`config.mk`:
```
export PLATFORM = sky130hd
export DESIGN_NAME = cic_capture_ctrl
export DESIGN_NICKNAME = d
export VERILOG_FILES = /design/src/rtl/cic_capture_ctrl.sv
export SDC_FILE = /design/constraint.sdc
export NUM_CORES = 1
export LEC_CHECK = 0
export ABC_AREA = 1
export CORE_AREA = 5 5 140 142
export DETAILED_ROUTE_END_ITERATION = 10
export DIE_AREA = 0 0 145 147
export GPL_ROUTABILITY_DRIVEN = 0
export GPL_TIMING_DRIVEN = 0
export PLACE_DENSITY_LB_ADDON = 0.08
export SLEW_MARGIN = 20
export SYNTH_ARGS = -nofsm -noshare
export SYNTH_HDL_FRONTEND = slang
export SYNTH_SLANG_ARGS = --single-unit
```
`constraint.sdc`:
```
create_clock -name clk -period 2.1 [get_ports clk]
set_input_delay 0.42 -clock clk [delete_from_list [all_inputs] [get_ports clk]]
set_output_delay 0.42 -clock clk [all_outputs]
set_load 0.05 [all_outputs]
```
`src/rtl/cic_capture_ctrl.sv`:
```
// Capture sequencer for one PDM microphone channel: CIC reset/release, start-up
// transient discard, and a small FWFT FIFO toward the host bridge.
module cic_capture_ctrl #(
  parameter int unsigned DATA_WIDTH     = 16,
  parameter int unsigned FIFO_DEPTH     = 8,
  parameter int unsigned RST_CYCLES     = 4,
  parameter int unsigned SETTLE_SAMPLES = 8
) (
  input  logic                                  clk,
  input  logic                                  rst_n,
  input  logic                                  enable,
  output logic                                  cic_rst_n,
  input  logic signed [DATA_WIDTH-1:0]          cic_dout,
  input  logic                                  cic_dout_valid,
  output logic        [DATA_WIDTH-1:0]          m_data,
  output logic                                  m_valid,
  input  logic                                  m_ready,
  output logic        [$clog2(FIFO_DEPTH+1)-1:0] fifo_level,
  output logic                                  overflow,
  input  logic                                  clear_ovf,
  output logic        [1:0]                     state
);

  localparam int unsigned PTR_W       = $clog2(FIFO_DEPTH);
  localparam int unsigned LVL_W       = $clog2(FIFO_DEPTH + 1);
  localparam int unsigned CNT_MAX     = (RST_CYCLES > SETTLE_SAMPLES) ? RST_CYCLES : SETTLE_SAMPLES;
  localparam int unsigned CNT_W       = $clog2(CNT_MAX + 1);
  localparam int unsigned RST_LAST    = RST_CYCLES - 1;
  localparam int unsigned SETTLE_LAST = (SETTLE_SAMPLES == 0) ? 0 : SETTLE_SAMPLES - 1;

  typedef enum logic [1:0] {
    IDLE      = 2'd0,
    RESET_CIC = 2'd1,
    SETTLE    = 2'd2,
    RUN       = 2'd3
  } state_e;

  state_e                  state_q, state_d;
  logic [CNT_W-1:0]        cnt_q, cnt_d;
  logic                    cic_rst_n_q, cic_rst_n_d;
  logic [PTR_W-1:0]        wr_ptr_q, wr_ptr_d;
  logic [PTR_W-1:0]        rd_ptr_q, rd_ptr_d;
  logic [LVL_W-1:0]        level_q, level_d;
  logic                    m_valid_q, m_valid_d;
  logic [DATA_WIDTH-1:0]   m_data_q, m_data_d;
  logic                    ovf_q, ovf_d;
  logic [DATA_WIDTH-1:0]   mem_q [FIFO_DEPTH];

  logic flush;
  logic push_req;
  logic full;
  logic pop;
  logic do_push;
  logic ovf_set;

  // Sequencer: next state, phase counter and registered CIC reset.
  always_comb begin
    state_d = state_q;
    cnt_d   = cnt_q;
    flush   = 1'b0;
    case (state_q)
      IDLE: begin
        if (enable) begin
          state_d = RESET_CIC;
          cnt_d   = '0;
          flush   = 1'b1;
        end
      end
      RESET_CIC: begin
        if (cnt_q == CNT_W'(RST_LAST)) begin
          cnt_d   = '0;
          state_d = (SETTLE_SAMPLES == 0) ? RUN : SETTLE;
        end else begin
          cnt_d = cnt_q + CNT_W'(1);
        end
      end
      SETTLE: begin
        if (cic_dout_valid) begin
          if (cnt_q == CNT_W'(SETTLE_LAST)) begin
            cnt_d   = '0;
            state_d = RUN;
          end else begin
            cnt_d = cnt_q + CNT_W'(1);
          end
        end
      end
      default: begin
        state_d = state_q;
      end
    endcase
    if ((state_q != IDLE) && !enable) begin
      state_d = IDLE;
      cnt_d   = '0;
    end
    cic_rst_n_d = (state_d == SETTLE) || (state_d == RUN);
  end

  // FIFO control; the head register is loaded with next-cycle head so m_data is a flop.
  always_comb begin
    push_req = cic_dout_valid && (state_q == RUN);
    full     = (level_q == LVL_W'(FIFO_DEPTH));
    pop      = m_valid_q && m_ready;
    do_push  = push_req && (!full || pop);
    ovf_set  = push_req && full && !pop;

    wr_ptr_d = do_push ? (wr_ptr_q + PTR_W'(1)) : wr_ptr_q;
    rd_ptr_d = pop ? (rd_ptr_q + PTR_W'(1)) : rd_ptr_q;
    level_d  = level_q;
    if (do_push && !pop) begin
      level_d = level_q + LVL_W'(1);
    end else if (pop && !do_push) begin
      level_d = level_q - LVL_W'(1);
    end
    if (flush) begin
      wr_ptr_d = '0;
      rd_ptr_d = '0;
      level_d  = '0;
    end

    m_valid_d = (level_d != '0);
    m_data_d  = (do_push && (wr_ptr_q == rd_ptr_d)) ? cic_dout : mem_q[rd_ptr_d];

    ovf_d = ovf_q;
    if (ovf_set) begin
      ovf_d = 1'b1;
    end else if (clear_ovf) begin
      ovf_d = 1'b0;
    end
  end

  always_ff @(posedge clk or negedge rst_n) begin
    if (!rst_n) begin
      state_q     <= IDLE;
      cnt_q       <= '0;
      cic_rst_n_q <= 1'b0;
      wr_ptr_q    <= '0;
      rd_ptr_q    <= '0;
      level_q     <= '0;
      m_valid_q   <= 1'b0;
      m_data_q    <= '0;
      ovf_q       <= 1'b0;
    end else begin
      state_q     <= state_d;
      cnt_q       <= cnt_d;
      cic_rst_n_q <= cic_rst_n_d;
      wr_ptr_q    <= wr_ptr_d;
      rd_ptr_q    <= rd_ptr_d;
      level_q     <= level_d;
      m_valid_q   <= m_valid_d;
      m_data_q    <= m_data_d;
      ovf_q       <= ovf_d;
    end
  end

  // Storage array needs no reset: entries are only observed after being written.
  always_ff @(posedge clk) begin
    if (do_push) begin
      mem_q[wr_ptr_q] <= cic_dout;
    end
  end

  assign state      = state_q;
  assign cic_rst_n  = cic_rst_n_q;
  assign m_data     = m_data_q;
  assign m_valid    = m_valid_q;
  assign fifo_level = level_q;
  assign overflow   = ovf_q;

endmodule

```
# --- Word level (Yosys, flattened, before mapping) ---
# Memory sizes are Yosys's and may differ from the RTL's. A register that Yosys moved wholly into a read port is not among the register bits.
# Cells that the tools add are included.
word_totals:
  regBits: 19
  mem_bits_rw: 128
  inputBits: 22
  elab_cells: 71
  memories: 1
memory_table:
  columns: ["name", "depth", "width", "rd", "rd_ports_with_merged_regs", "write_ports", "line_no", "rtl"]
  rows:
  - ["mem_q", 8, 16, 1, 1, 1, "47", "logic [DATA_WIDTH-1:0] mem_q [FIFO_DEPTH];"]
op_classes:
  add_sub_neg: 5
  n_eq_ne: 10
  mux: 25
  reduce_logical: 22
ops:
  columns: ["op", "n"]
  rows:
  - ["two-way mux 4 bit", 8]
  - ["two-way mux 3 bit", 4]
  - ["case mux 4 bit (3 select lines)", 1]
  - ["two-way mux 2 bit", 5]
  - ["adder 4 x 1 -> 4 bit (second input constant)", 2]
  - ["equality test 2 bit (second input constant)", 4]
  - ["logical AND 1 bit", 8]
  - ["nonzero test 4 bit", 2]
  - ["adder 3 x 1 -> 3 bit (second input constant)", 2]
  - ["two-way mux 1 bit", 6]
  - ["inequality test 3 bit (second input constant)", 2]
  - ["case mux 2 bit (3 select lines)", 1]
  - ["nonzero test 2 bit", 3]
  - ["logical NOT 1 bit", 5]
  - ["equality test 4 x 2 -> 1 bit (second input constant)", 1]
  - ["equality test 4 x 3 -> 1 bit (second input constant)", 1]
  - ["equality test 4 bit (second input constant)", 1]
  - ["subtractor 4 x 1 -> 4 bit (second input constant)", 1]
  - ["AND reduction 3 bit", 1]
  - ["equality test 2 x 1 -> 1 bit (second input constant)", 1]
  - ["logical NOT 2 bit", 1]
  - ["logical OR 1 bit", 2]

# --- Logic depth before layout (Yosys ltp) ---
logic_depth:
  depth_word: 10
  depth_mapped: 12

# --- Worst setup path before layout ---
# OpenSTA, ideal clock, no wires.
synth_path:
  kind: "register -> register"
  from: "register level_q[0], in the netlist fifo_level[0]"
  to: "memory mem_q[1][0], enable pin"
  arrival_ns: 2.209
  required_ns: 1.712
  path_slack_ns: -0.497
  stages_incl_launch_ff: 8
  period_less_slack_ns: 2.597
  cell_sequence: "dfrtp_1 -> inv_1 -> ha_1 -> nand3_1 -> o21ai_0 -> nor2_1 -> inv_1 -> nor2_1"
synth_between:
  elab_chain_cells: 6
synth_lines:
  columns: ["item", "line_no", "rtl"]
  rows:
  - ["start, declared", "43", "logic [LVL_W-1:0] level_q, level_d;"]
  - ["start signal, assigned", "148", "level_q <= level_d;"]
  - ["equality test 4 bit", "101", "full = (level_q == LVL_W'(FIFO_DEPTH));"]
  - ["logical NOT 1 bit", "103", "do_push = push_req && (!full || pop);"]
  - ["logical OR 1 bit", "103", null]
  - ["logical AND 1 bit", "103", null]
  - ["two-way mux 1 bit", "157", "if (do_push) begin"]
  - ["two-way mux 1 bit (not written as such)", "158", "mem_q[wr_ptr_q] <= cic_dout;"]
  - ["end, declared", "47", null]
# Every way passes these cells.

# --- Worst setup path after layout ---
layout_path:
  from: "register level_q[0], in the netlist fifo_level[0]"
  to: "output fifo_level[0]"
layout_lines:
  columns: ["item", "line_no", "rtl"]
  rows:
  - ["end, declared", "18", "output logic [$clog2(FIFO_DEPTH+1)-1:0] fifo_level,"]
# No word-level cell between the ends.

==> summary.md <==
| Metric | Value |
|---|---|
| Vias in the first global route | 5,691 |
| Initial antenna violation count | 0 |
| Highest net fanout along the worst path | 5 |
| Port Buffers | 46 |
| Clk_skew | 0.00614 ns |
| Clock Latency Late Sink | 0.43 ns |
| RR Startpoint | state[0] |
| Starting Density | 41.7% |
| Leakage power total | 4.10 nW |
| Seq cells post-synth | 163 |
| Dpl hpwl | 13,400 µm |
| I/O pin count | 47 |
| Sequential area share after synthesis | 61.7% |
| Sequential cell area | 4720 µm² |
| Total grt overflow | 0 |
| CP startpoint kind | flip-flop |
| Row count | 50 |
| Share of cells above drive strength 1 | 15.1% |
| Hold WC Path Type | in -> async |
| Min Tclk post-route | 2.05 ns |
| Critical Path Start | fifo_level[0] |
| Antenna-violating nets left | 0 |
| Syn Std Cell Area | 7640 µm² |
| Post-synth top area share | 50.3% |
| Syn-to-layout area delta | 23.3% |
| Die width | 145 µm |
| Fmax | 487 MHz |
| Die area | 21,300 µm² |
| Met3 usage | 3.67% |
| DIE HEIGHT | 147 µm |
| Final Slew Violations | 0 |
| Largest net degree at the start of global routing | 25 |
| Worst vdd ir | 0.000934 V |
| Worst R2R Path Depth | 11 |
| Final #Nets | 873 |
| # DRC | 0 |
| Initial DRC count | 414 |
| Worst path top cell family by delay | buffers and inverters |
| First-pass GRT wire length | 32,200 µm |
| Busiest grt layer | met2 |
| Crit-path cells | clkdlybuf4s50_1 |
| TritonCTS Buffers | 17 |
| R2r setup slk | 0.11 ns |
| Core area | 18,300 µm² |
| Final period util | 97.8% |
| CTS tree | built |
| Buf/Inv on CP | 1 |
| Met2 Use GR | 32.7% |
| Wire per inst | 18.7 µm |
| Critical path depth | 1 |
| Drt first pass iters | 6 |
| Syn_nets | 792 |
| CTS max path bufs | 2 |
| Status | finished clean |
| Synth Instances | 759 |
| Worst slew margin | 65.4% |
| Number of max-cap violations | 0 |
| Placed Instances | 1,040 |
| Number of diodes | 0 |
| Synth area leaders | edfxtp_1 50%, dfrtp_1 11%, nand3_1 8.8% |
| Clock transition at path regs | 0.06 ns |
| Total power | 12.9 mW |
| DRT Wirelength | 20,300 µm |
| Crit end category | primary output |
| Synth warn | 0 |
| Fin cells | 1,087 |
| Final setup vio count | 0 |
| Vias | 5,636 |
| Worst slew pin tran | 0.519 ns |
| Critical path type | reg -> out |
| Yosys cell types | 33 |
| CP arrival | 1.63 ns |
| Fillers | 1,638 |
| Area occupied by multi-input gates | 2250 µm² |
| Commonest non-fill, non-tap cells in the layout | 148 x inv_1, 134 x nand3_1, 128 x edfxtp_1 |
| Required time worst endpoint | 1.68 ns |
| H-Tree Depth | 4 |
| Clock sinks | 163 |
| Crit-path slowest cell | clkdlybuf4s50_1 |
| Endpoints failing hold | 0 |
| Area leader, netlist | edfxtp_1 |
| Total GRT Usage | 19.5% |
| Worst setup path endpoint | fifo_level[0] |
| Met1 Use GR | 25.7% |
| Crit-path max cell delay | 0.81 ns |
| Mapped Avg Cell Area | 10.1 µm² |
| Leading cell type in the layout, fill and taps excluded | inv_1 |
| Via/cell ratio | 5.18 |
| Worst R2R End | m_data[12] |
| Pwr Density | 1370 nW/µm² |
| CTS Root Cell | clkbuf_16 |
## sequential cells by signal, summed over array words and instances, names as in the netlist
signal	flops
fifo_level	4
m_valid	1
overflow	1
wr_ptr_q	3
m_data	16
state	2
rd_ptr_q	3
mem_q	128
cnt_q	4
cic_rst_n	1
## cells by family (layout without fill, tap and decap cells)
kind of cell / count (synthesis) / after routing / share of synthesized area (%)
AOI/OAI and AO/OA: 21 / 21 / 1.57
xor gates and xnor gates: 3 / 3 / 0.344
adders and majority gates: 11 / 11 / 1.80
buffers and inverters: 194 / 288 / 10.1
DFF: 163 / 163 / 61.7
and+or+nand+nor: 367 / 367 / 24.5
## repair_timing
action / 4_1_cts / 5_1_grt
buffers inserted: 11 / 3
endpoints found under the setup margin: 150 / 147
hold endpoints to repair: 11 / 0
pin swaps: 9 / 2
gates resized for setup: 17 / 31
hold buffers: 1 / 0
## worst min path at each step
stage / startpoint / end / slack (ns) / depth (start not counted)
final: rst_n / fifo_level[2] / 0.42 / 2
after global placement: cnt_q[1] / cnt_q[1] / 0.51 / 2
after floorplan: rst_n / cic_rst_n / 0.12 / 0
after global routing: rst_n / fifo_level[2] / 0.46 / 2
after CTS: rst_n / fifo_level[2] / 0.43 / 2
after detailed placement: rst_n / fifo_level[2] / 0.34 / 1
## stage by stage
step	worst slack, ns	util, %	TNS (ns)	hold slack (ns)	cell area, µm²
final	0.0465	51.4	0	0.425	9420
after global routing	-0.000665	51.4	-0.000665	0.459	9420
after CTS	0.000251	50.9	0	0.427	9330
after detailed placement	-0.643	46.2	-81.25	0.340	8480
after global placement	-0.607	46.2	-91.67	0.507	8460
after floorplan	0.000869	-	0	0.124	7710
## where the power goes
group | leakage, nW | switching (mW) | internal [mW]
clock | 0.285 | 1.26 | 2.02
combinational | 2.23 | 3.77 | 1.84
sequential | 1.58 | 0.179 | 3.80
## synthesized netlist by cell type
cell type,n
nor2_2,4
o211ai_1,1
nand2_1,115
a211oi_1,1
buf_6,1
nand4_1,68
inv_2,5
o21a_1,2
xor2_1,3
nand3_1,134
nand2_2,6
nor4_1,1
edfxtp_1,128
buf_4,2
ha_1,11
nand3_4,3
nor2_1,21
o21ai_0,10
clkinv_1,1
buf_1,5
a21oi_1,5
nand3_2,9
buf_2,20
or2_0,1
nor2_8,1
inv_1,149
or2_2,1
nor3_1,2
nor2_4,1
o22ai_1,1
o221ai_1,1
dfrtp_1,35
clkbuf_1,11
## layout make-up
cell class	instances	share of cell area (%)
timing repair buffer	62	7.38
buffer	39	2.63
inverter	155	6.18
clock buffer	20	4.74
tap	234	3.11
multi-input combinational	402	23.9
sequential	163	50.1
clock inverter	12	1.94
## metal layers
metal | part of all wire (%) | vias up | routed length, µm
met5 | 0 | - | 0
met4 | 1.9 | 0 | 376
met3 | 5.4 | 30 | 1090
met2 | 49 | 171 | 9970
met1 | 44 | 2713 | 8850
li1 | - | 2722 | -
No activity file was read; power rests on OpenSTA's default activity.
